<file path="config.mk">
export PLATFORM = sky130hd
export DESIGN_NAME = mic_frame_buffer
export DESIGN_NICKNAME = d
export VERILOG_FILES = /design/src/rtl/mic_frame_buffer.sv
export SDC_FILE = /design/constraint.sdc
export NUM_CORES = 1
export LEC_CHECK = 0
export BUFFER_PORTS_ARGS = -buffer_cell sky130_fd_sc_hd__buf_2
export CAP_MARGIN = 20
export CORE_MARGIN = 2
export CORE_UTILIZATION = 56
export DETAILED_ROUTE_END_ITERATION = 12
export PLACE_DENSITY_LB_ADDON = 0.3
export SLEW_MARGIN = 20
export SYNTH_ARGS = -nofsm -noshare
export SYNTH_HDL_FRONTEND = slang
export SYNTH_SLANG_ARGS = --single-unit
</file>
<file path="constraint.sdc">
create_clock -name adc_clk -period 2.07 [get_ports adc_clk]
set_input_delay 0.3105 -clock adc_clk [delete_from_list [all_inputs] [get_ports adc_clk]]
set_output_delay 0.3105 -clock adc_clk [all_outputs]
set_load 0.01 [all_outputs]
</file>
<file path="src/rtl/mic_frame_buffer.sv">
// Sample history buffer emitting an N-sample frame every HOP samples; drop counter under MIC_FRAME_DROPCNT_EN.
// Latency: frame_valid rises on the edge that registers the completing sample.
// Backpressure: valid/ready output slot; a completion while the slot is full is dropped and flagged.
module mic_frame_buffer #(
    parameter int SAMPLE_W = 32,
    parameter int N        = 8,
    parameter int HOP      = 8
) (
    input  logic                  adc_clk,
    input  logic                  reset,
    input  logic                  in_valid,
    input  logic [SAMPLE_W-1:0]   in_sample,
    input  logic                  frame_ready,
    output logic                  frame_valid,
    output logic [N*SAMPLE_W-1:0] frame_data,
    output logic                  overrun,
    output logic [7:0]            drop_count
);
    localparam int CW = $clog2(N);

    typedef enum logic {FILL, RUN} state_t;

    state_t                state;
    logic [CW-1:0]         fill_cnt;
    logic [CW-1:0]         hop_cnt;
    logic [N*SAMPLE_W-1:0] hist;
    logic [N*SAMPLE_W-1:0] hist_next;
    logic                  complete;
    logic                  slot_free;

    // Newest sample lands in slice 0; the frame is taken from the post-shift view.
    assign hist_next = {hist[(N-1)*SAMPLE_W-1:0], in_sample};

    assign complete  = in_valid &&
                       (((state == FILL) && (fill_cnt == CW'(N - 1))) ||
                        ((state == RUN)  && (hop_cnt  == CW'(HOP - 1))));
    assign slot_free = !frame_valid || frame_ready;

    always_ff @(posedge adc_clk) begin
        if (reset) begin
            hist        <= '0;
            state       <= FILL;
            fill_cnt    <= '0;
            hop_cnt     <= '0;
            frame_valid <= 1'b0;
            frame_data  <= '0;
            overrun     <= 1'b0;
        end else begin
            if (in_valid) begin
                hist <= hist_next;
                case (state)
                    FILL: begin
                        if (fill_cnt == CW'(N - 1)) begin
                            state    <= RUN;
                            fill_cnt <= '0;
                            hop_cnt  <= '0;
                        end else begin
                            fill_cnt <= fill_cnt + CW'(1);
                        end
                    end
                    RUN: begin
                        hop_cnt <= (hop_cnt == CW'(HOP - 1)) ? '0 : hop_cnt + CW'(1);
                    end
                    default: state <= FILL;
                endcase
            end

            if (complete && slot_free) begin
                frame_valid <= 1'b1;
                frame_data  <= hist_next;
            end else begin
                if (frame_valid && frame_ready)
                    frame_valid <= 1'b0;
                if (complete)
                    overrun <= 1'b1;
            end
        end
    end

`ifdef MIC_FRAME_DROPCNT_EN
    logic [7:0] drop_q;

    always_ff @(posedge adc_clk) begin
        if (reset)
            drop_q <= 8'd0;
        else if (complete && !slot_free && (drop_q != 8'hFF))
            drop_q <= drop_q + 8'd1;
    end

    assign drop_count = drop_q;
`else
    assign drop_count = 8'd0;
`endif

endmodule

</file>
# After elaboration in Yosys (flattened, before gate mapping)
# Index checks and enable logic that the tools add are counted.
classes:
  eq_ne: 3
  addsub: 2
  muxes: 8
  bitwise_logic: 2
  reduce_logical: 12
op_table:
  columns: ["cell", "n"]
  rows:
  - ["$mux W3", 3]
  - ["$add A3 B1 Y3 const B", 2]
  - ["$eq A3 B3 Y1 const B", 2]
  - ["$pmux W3 S2", 1]
  - ["$reduce_and A2 Y1", 3]
  - ["$logic_and A1 B1 Y1", 5]
  - ["$mux W1", 4]
  - ["$logic_or A1 B1 Y1", 2]
  - ["$ne A2 B1 Y1 const B", 1]
  - ["$not A1 Y1", 2]
  - ["$reduce_bool A2 Y1", 1]
  - ["$logic_not A1 Y1", 1]
totals:
  elab_cells: 34
  input_bits: 36
  out_inout_bits: 266
  regBits: 489

# Longest topological paths before layout
# Gate-level depths: netlist (run 1).
logic_depth:
  ltp_word: 7
  ltp_mapped: 8
  ltp_nobuf: 5

# Worst setup path before layout (run 1)
# Ideal clock, no wire load.
synth_timing:
  path_type: "register -> register"
  from: "reg fill_cnt[0]"
  to: "reg frame_data[0]"
  required_time_ps: 1952
  period_less_slack_ps: 1800
  setup_time_ps: 118
  n_path_buf: 3
  stages_incl_launch_ff: 9
  path_slack_ps: 270
  arrival_time_ps: 1682
  path_cell_list: "dfxtp_1 -> ha_1 -> ha_1 -> mux2_4 -> and3b_1 -> buf_6 -> buf_12 -> buf_12 -> mux2i_1"
synth_between:
  elab_chain_cells: 5
synth_rtl:
  columns: ["element", "line", "source"]
  rows:
  - ["from (decl)", "24", "logic [CW-1:0] fill_cnt;"]
  - ["from (signal assigned)", "58", "fill_cnt <= fill_cnt + CW'(1);"]
  - ["$eq A3 B3 Y1", "35", "(((state == FILL) && (fill_cnt == CW'(N - 1))) ||"]
  - ["$logic_and A1 B1 Y1", "35", null]
  - ["$logic_or A1 B1 Y1", "35", null]
  - ["$logic_and A1 B1 Y1", "34", "assign complete = in_valid &&"]
  - ["$logic_and A1 B1 Y1", "68", "if (complete && slot_free) begin"]
  - ["to (signal assigned)", "70", "frame_data <= hist_next;"]
  - ["to (decl)", "15", "output logic [N*SAMPLE_W-1:0] frame_data,"]
# Every way passes these cells.
# A chain may end at the register's enable or synchronous reset.

# Final worst setup path (run 1)
layout_timing:
  from: "reg hop_cnt[0]"
  to: "reg frame_data[153]"
layout_between:
  elab_chain_cells: 5
layout_rtl:
  columns: ["element", "line", "source"]
  rows:
  - ["from (decl)", "25", "logic [CW-1:0] hop_cnt;"]
  - ["from (signal assigned)", "62", "hop_cnt <= (hop_cnt == CW'(HOP - 1)) ? '0 : hop_cnt + CW'(1);"]
  - ["$eq A3 B3 Y1", "36", "((state == RUN) && (hop_cnt == CW'(HOP - 1))));"]
  - ["$logic_and A1 B1 Y1", "36", null]
  - ["$logic_or A1 B1 Y1", "35", null]
  - ["$logic_and A1 B1 Y1", "34", null]
  - ["$logic_and A1 B1 Y1", "68", null]
# Every way passes these cells.

==> impl_metrics.csv, run 1 <==
group,metric,value,unit
timing,rsz0062_at_grt,"true",
setup_path,criticalPathCategory,"reg2reg",
clocking,tritoncts,"built",
synth,postSynth.asyncResetShare,0,
setup_path,timing.critical_path.required,2.48,ns
route,vias,13108,
floorplan,floorplan.io_pins,302,
job,cap_violations,0,
setup_path,worst_path_dominant_cell_family,"multiplexers",
setup_path,cpMaxStageDelayCell,"dfxtp_2",
global_routing,grt_pass1_wl,68600,microns
global_routing,vias_in_the_first_global_route,12527,
floorplan,width_of_the_chip,192,microns
floorplan,core,34700,sq um
final_layout,fin_util,0.661,
global_routing,grt_max_degree,112,
synth,synth.lib_cells_used.distinct,19,
route,detailedRoute.firstIterationViolations,641,
timing,slew_headroom,0.530,
min_path,hold_wc_path_type,"in2reg",
timing,finalClockSkew,0.0174,ns
power_and_ir_drop,power.combinational.fraction,0.042,
run_status,outcome,"finished, final reports clean",
floorplan,initial_core_util,0.572,
route,ant_nets,0,
global_routing,grt_use_total,0.234,
setup_path,crit_buf_inv,1,
route,drt-wirelength-per-cell,17.2,microns
setup_path,timing.critical_path.slowest_cell_delay,0.33,ns
global_routing,number_of_antenna_violations_at_the_first_check_in_global_routing,0,
synth,synth_commonest_cells,"512 x nand2b_1, 489 x dfxtp_1, 483 x mux2i_1",
timing,final.min_clock_period,2.06,ns
final_layout,drive_above_1_share,0.183,
placed_design,place.detailed.hpwl,30300,microns
route,drt_pass1_iterations,5,
final_layout,layout.filler_cells,2775,
clocking,ctsLongestPathBuffers,3,
power_and_ir_drop,pd_cells,827,nW/um^2
route,drt_wl_total,44600,microns
power_and_ir_drop,internal_power,14.9,mW
setup_path,r2r-end,"frame_data[153]$_SDFFE_PP0P_",
floorplan,cell_row_count,68,
setup_path,critPathMostFrequentCell,"ha_1",
final_layout,synthToLayoutAreaGrowth,15.6,%
synth,count_of_flip_flops_with_a_built_in_enable_after_synthesis,0,
synth,synth_warnings,0,
setup_path,worst_r2r_startpoint,"hop_cnt[0]$_SDFFE_PP0P_",
clocking,ctsRootBufferMaster,"clkbuf_16",
clocking,clock_latency_at_the_later_pin_of_the_worst_skew_pair,0.57,ns
synth,syn_area_per_cell,10.6,sq um
floorplan,floorplan.die.height,192,microns
power_and_ir_drop,p_leak,9.37,nW
synth,ys_flop_type,"dfxtp_1",
synth,synthMostInstantiatedCell,"nand2b_1",
timing,tightestPinTransition,0.704,ns
setup_path,timing.critical_path.from_type,"flip-flop",
placed_design,count_of_input_and_output_buffers,293,
setup_path,worst_setup_path_endpoint,"frame_data[153]$_SDFFE_PP0P_",
power_and_ir_drop,total_switching_power,4.07,mW
power_and_ir_drop,power_frac_clock,0.453,
clocking,htree_num_levels,2,
placed_design,gpl.final_weighted_congestion,0.807,
global_routing,grt_overflow_total,0,
timing,report.final.slew_viol_count,0,
clocking,numClockSinks,489,
synth,post_synth_inst_count,1881,
setup_path,critPathLaunch,"hop_cnt[0]$_SDFFE_PP0P_",
synth,mappedNetlistArea,19900,sq um
timing,final-setup-viol-count,0,
power_and_ir_drop,share_seq_of_total_power,0.505,
power_and_ir_drop,peak_ir_drop_on_the_vdd_network,0.610,mV
timing,post_route_setup_tns,0,ns
synth,ys_seq_area_frac,0.493,
route,drc_errors,0,
floorplan,floorplan.die_area,37000,sq um
synth,synth.largest_area_cell,"dfxtp_1",
route,via_per_inst,5.04,
setup_path,cp.arrival,2.47,ns
setup_path,crit_path_max_fanout,81,
timing,min_period_over_period,0.994,
power_and_ir_drop,sw_frac_of_total,0.214,
final_layout,design.final.nets,2156,
setup_path,reg2reg_depth,6,
synth,post_synth_main_area_contributors,"dfxtp_1 49%, mux2i_1 24%, nand2b_1 16%, nor2_1 4.4%, buf_12 2.2%",
clocking,tritoncts.num_buffers,49,
setup_path,reg2reg_setup_slack,0.01,ns
setup_path,cp_num_cells,6,
final_layout,insertedDiodeCount,0,
synth,synth.ff_latch_count,489,
timing,maxClockFrequency,486,MHz
synth,netlist.area_leader.share,0.493,
timing,final-hold-violation-count,0,
clocking,cts.reportedPaths.clkPinSlew,0.06,ns
setup_path,setup.worst_path.end_class,"flip-flop",
setup_path,critical_path.cell_chain,"ha_1 -> ha_1 -> mux2_4 -> and3b_4 -> buf_16 -> mux2i_2",
## sequential cells by signal, indices dropped and copies added (netlist names)
signal	cells
frame_data	256
hist	224
fill_cnt	3
hop_cnt	3
frame_valid	1
overrun	1
state	1
## worst min path at each step
stage                                startpoint                            to  slack [ns]  cells past startpoint
floorplan                hist[203]$_SDFFE_PP0P_  frame_data[235]$_SDFFE_PP0P_        0.45                      2
global placement    frame_data[68]$_SDFFE_PP0P_   frame_data[68]$_SDFFE_PP0P_        0.46                      2
detailed placement  frame_data[14]$_SDFFE_PP0P_   frame_data[14]$_SDFFE_PP0P_        0.46                      2
CTS                               in_sample[31]         hist[31]$_SDFFE_PP0P_      0.0001                      3
global route                      in_sample[31]         hist[31]$_SDFFE_PP0P_        0.01                      3
finish                            in_sample[31]         hist[31]$_SDFFE_PP0P_        0.02                      3
## cell usage in the layout, fill, tap and decap left out
cell type,n
dfxtp_2,2
bufinv_16,2
clkbuf_1,11
buf_4,9
clkbuf_8,11
buf_12,13
a21oi_1,2
nor2_1,235
ha_1,2
dfxtp_1,487
a32oi_1,3
inv_16,1
ha_4,1
mux2i_1,482
buf_8,2
conb_1,8
ha_2,1
buf_16,2
clkinv_2,4
clkbuf_16,50
nand2b_1,512
buf_2,291
o21ai_0,1
mux2_4,1
nor2b_1,2
mux2i_2,1
dlygate4sd3_1,5
a31oi_1,1
and3b_4,1
clkinv_8,1
## metal layers
layer  vias up  track usage  share of wire
met5         -            0              0
li1       6576            -              -
met1      6192        0.314           0.46
met3        64       0.0476          0.053
met2       276        0.385           0.47
met4         0       0.0596          0.021
## power by group through the flow
stage | clock network (mW) | registers (mW) | logic [mW]
finish | 8.59 | 9.58 | 0.794
global route | 9.08 | 9.59 | 0.862
CTS | 8.75 | 9.58 | 0.797
detailed placement | 0 | 9.79 | 0.785
global placement | 0 | 9.78 | 0.770
floorplan | 0 | 9.74 | 0.621
## area by class of cell
cell class | count | area, sq um | share of cell area
sequential | 489 | 9790 | 0.427
multi-input combinational | 1253 | 9110 | 0.397
timing repair buffer | 323 | 1930 | 0.0842
clock buffer | 71 | 1430 | 0.0623
tap | 455 | 569 | 0.0248
clock inverter | 8 | 116 | 0.00507
## worst min-delay path, cell delays in order
cell,delay [ns]
buf_2,0.10
mux2i_1,0.06
nor2_1,0.07
## what timing repair did
action,CTS,global route
hold endpoints to repair,6,0
pin swaps,0,1
resized for setup,1,9
endpoints found under the setup margin,48,190
buffers inserted,0,0
cloned,0,0
hold buffers,5,0
## cell families (layout without fill, tap and decap cells)
group                    after synthesis  in the layout  synth area share
other                                  1              8          0.000189
adder cells (fa/ha/maj)                4              4           0.00252
AND/OR/NAND/NOR                      750            750             0.207
AO/OA/AOI/OAI                          7              7           0.00239
flip-flops                           489            489             0.493
multiplexers                         484            484             0.244
buffers and inverters                146            402            0.0509
## stage by stage
stage	power, mW	hold slack (ns)	setup slack, ns	instance area [sq um]	instances
4_1_cts	19.1	0.000110	-0.0239	22900	2599
3_3_place_gp	10.6	0.455	-0.0358	21300	2515
6_report	19.0	0.0169	0.0127	22900	2599
5_1_grt	19.5	0.0142	-0.0472	22900	2599
3_5_place_dp	10.6	0.457	-0.100	21300	2515
2_1_floorplan	10.4	0.451	0.270	19900	1888
Power figures use the tool's default switching activity.
==> run 2, diff against run 1 <==
HOLD_SLACK_MARGIN = 0.15   (was unset)
RECOVER_POWER = 50   (was unset)
==> impl_metrics.csv, run 2 (synthesized netlist as in run 1, its figures left out) <==
group,metric,value,unit
timing,tightestPinTransition,0.906,ns
timing,final-setup-viol-count,0,
final_layout,layout.filler_cells,2805,
power_and_ir_drop,sw_frac_of_total,0.215,
route,drt-wirelength-per-cell,17.2,microns
power_and_ir_drop,p_leak,8.83,nW
run_status,outcome,"finished, final reports clean",
setup_path,timing.critical_path.required,2.54,ns
final_layout,number_of_flip_flops_under_the_largest_register_name,256,
final_layout,commonest_non_fill_non_tap_cell_in_the_layout,"nand2b_1",
floorplan,floorplan.die_area,37000,sq um
power_and_ir_drop,power.combinational.fraction,0.043,
clocking,numClockSinks,489,
route,vias,13279,
power_and_ir_drop,total_switching_power,4.08,mW
global_routing,grt_use_total,0.237,
setup_path,cp.arrival,2.51,ns
timing,final-hold-violation-count,0,
final_layout,insertedDiodeCount,0,
route,ant_nets,0,
power_and_ir_drop,power_frac_clock,0.453,
route,drc_errors,0,
timing,post_route_setup_tns,0,ns
floorplan,cell_row_count,68,
timing,fin_ws,0.0279,ns
global_routing,grtUsageMet2,0.396,
power_and_ir_drop,pd_cells,828,nW/um^2
setup_path,crit_path_max_fanout,81,
global_routing,global_route.usage.met3,0.0469,
setup_path,criticalPathCategory,"reg2reg",
final_layout,biggestRegsByFlops,"frame_data (256), hist (224)",
final_layout,multi_input_area,9110,sq um
placed_design,place.detailed.hpwl,30300,microns
timing,slew_headroom,0.396,
global_routing,grt_max_degree,112,
setup_path,setup.worst_path.end_class,"flip-flop",
floorplan,core,34700,sq um
global_routing,vias_in_the_first_global_route,12772,
route,drt_pass1_iterations,6,
final_layout,design.final.nets,2185,
power_and_ir_drop,internal_power,14.9,mW
timing,maxClockFrequency,490,MHz
final_layout,area_used_by_sequential_logic_in_the_layout,9790,sq um
final_layout,most-common-layout-cells,"512 x nand2b_1, 487 x dfxtp_1, 482 x mux2i_1",
timing,finalClockSkew,0.0208,ns
setup_path,reg2reg_depth,6,
min_path,hold_path_stages,4,
route,via_per_inst,5.05,
power_and_ir_drop,share_seq_of_total_power,0.504,
clocking,cts.reportedPaths.clkPinSlew,0.06,ns
floorplan,floorplan.io_pins,302,
power_and_ir_drop,peak_ir_drop_on_the_vdd_network,0.618,mV
route,drt_wl_total,45300,microns
clocking,htree_num_levels,2,
final_layout,drive_above_1_share,0.114,
floorplan,floorplan.die.height,192,microns
placed_design,pre_cts_ws,-0.100,ns
min_path,hold_wc_path_type,"in2reg",
placed_design,count_of_input_and_output_buffers,293,
clocking,ctsRootBufferMaster,"clkbuf_16",
global_routing,grt_busiest_layer,"met2",
clocking,tritoncts,"built",
timing,final.min_clock_period,2.04,ns
global_routing,grt.met1_usage,0.316,
global_routing,grt_overflow_total,0,
timing,rsz0062_at_grt,"true",
route,detailedRoute.firstIterationViolations,602,
setup_path,timing.critical_path.from_type,"flip-flop",
floorplan,initial_core_util,0.572,
placed_design,gpl.final_weighted_congestion,0.807,
timing,min_period_over_period,0.987,
global_routing,number_of_antenna_violations_at_the_first_check_in_global_routing,0,
clocking,ctsLongestPathBuffers,3,
clocking,cts_setup_buffers,0,
global_routing,grt_pass1_wl,69700,microns
clocking,clock_latency_at_the_later_pin_of_the_worst_skew_pair,0.57,ns
job,cap_violations,0,
clocking,tritoncts.num_buffers,49,
final_layout,regMostFlops,"frame_data",
timing,report.final.slew_viol_count,0,
final_layout,synthToLayoutAreaGrowth,15.6,%
floorplan,width_of_the_chip,192,microns
run 2: cell count changes in the layout (fill, tap and decap cells not counted), sizes merged:
cell and delta:
dlygate4sd3 +29, clkbuf +152, buf -152
run 2: routing by layer:
metal	up-vias	wire, microns
met1	6302	20700
met3	61	2360
met2	283	21400
met5	-	0
met4	0	880
li1	6633	-
run 2: through the flow:
stage                     power [mW]  area, sq um  hold WS [ns]  std cells  utilization
after floorplan                 10.4        19900         0.451       1888            -
after global placement          10.6        21300         0.455       2515        0.614
after detailed placement        10.6        21300         0.457       2515        0.614
final                           19.0        23000         0.346       2628        0.661
after CTS                       19.2        23200         0.375       2628        0.668
after global routing            19.6        23000         0.395       2628        0.661
run 2: worst paths after layout:
path,to,startpoint,slack [ns]
worst min-delay path,state$_SDFFE_PP0P_,in_valid,0.35
worst min register to register,frame_data[244]$_SDFFE_PP0P_,hist[212]$_SDFFE_PP0P_,0.47
worst max-delay path,frame_data[153]$_SDFFE_PP0P_,fill_cnt[0]$_SDFFE_PP0P_,0.03
worst max register to register,frame_data[153]$_SDFFE_PP0P_,fill_cnt[0]$_SDFFE_PP0P_,0.03
run 2: area by class of cell:
class | instances | area share
timing repair buffer | 352 | 0.0846
sequential | 489 | 0.427
clock buffer | 71 | 0.0623
multi-input combinational | 1253 | 0.397
tap | 455 | 0.0248
clock inverter | 8 | 0.00507
run 2: repair_timing:
action                                  CTS  global route
hold endpoints to repair                 75             0
hold buffers                             34             0
pin swaps                                 0             1
endpoints found under the setup margin   48           190
resized for setup                         1             9
run 2: critical path, cell delays in order (launching register included):
cell and delay [ns]:
dfxtp_2 0.34, ha_2 0.19, ha_4 0.15, mux2_4 0.16
and3b_4 0.29, buf_16 0.37, mux2i_2 0.29
run 2: power groups by stage:
stage          Sequential (mW)  Combinational (mW)  Clock [mW]
2_1_floorplan             9.74               0.621           0
3_3_place_gp              9.78               0.770           0
3_5_place_dp              9.79               0.785           0
4_1_cts                   9.58               0.839        8.75
5_1_grt                   9.59               0.885        9.09
6_report                  9.58               0.817        8.60
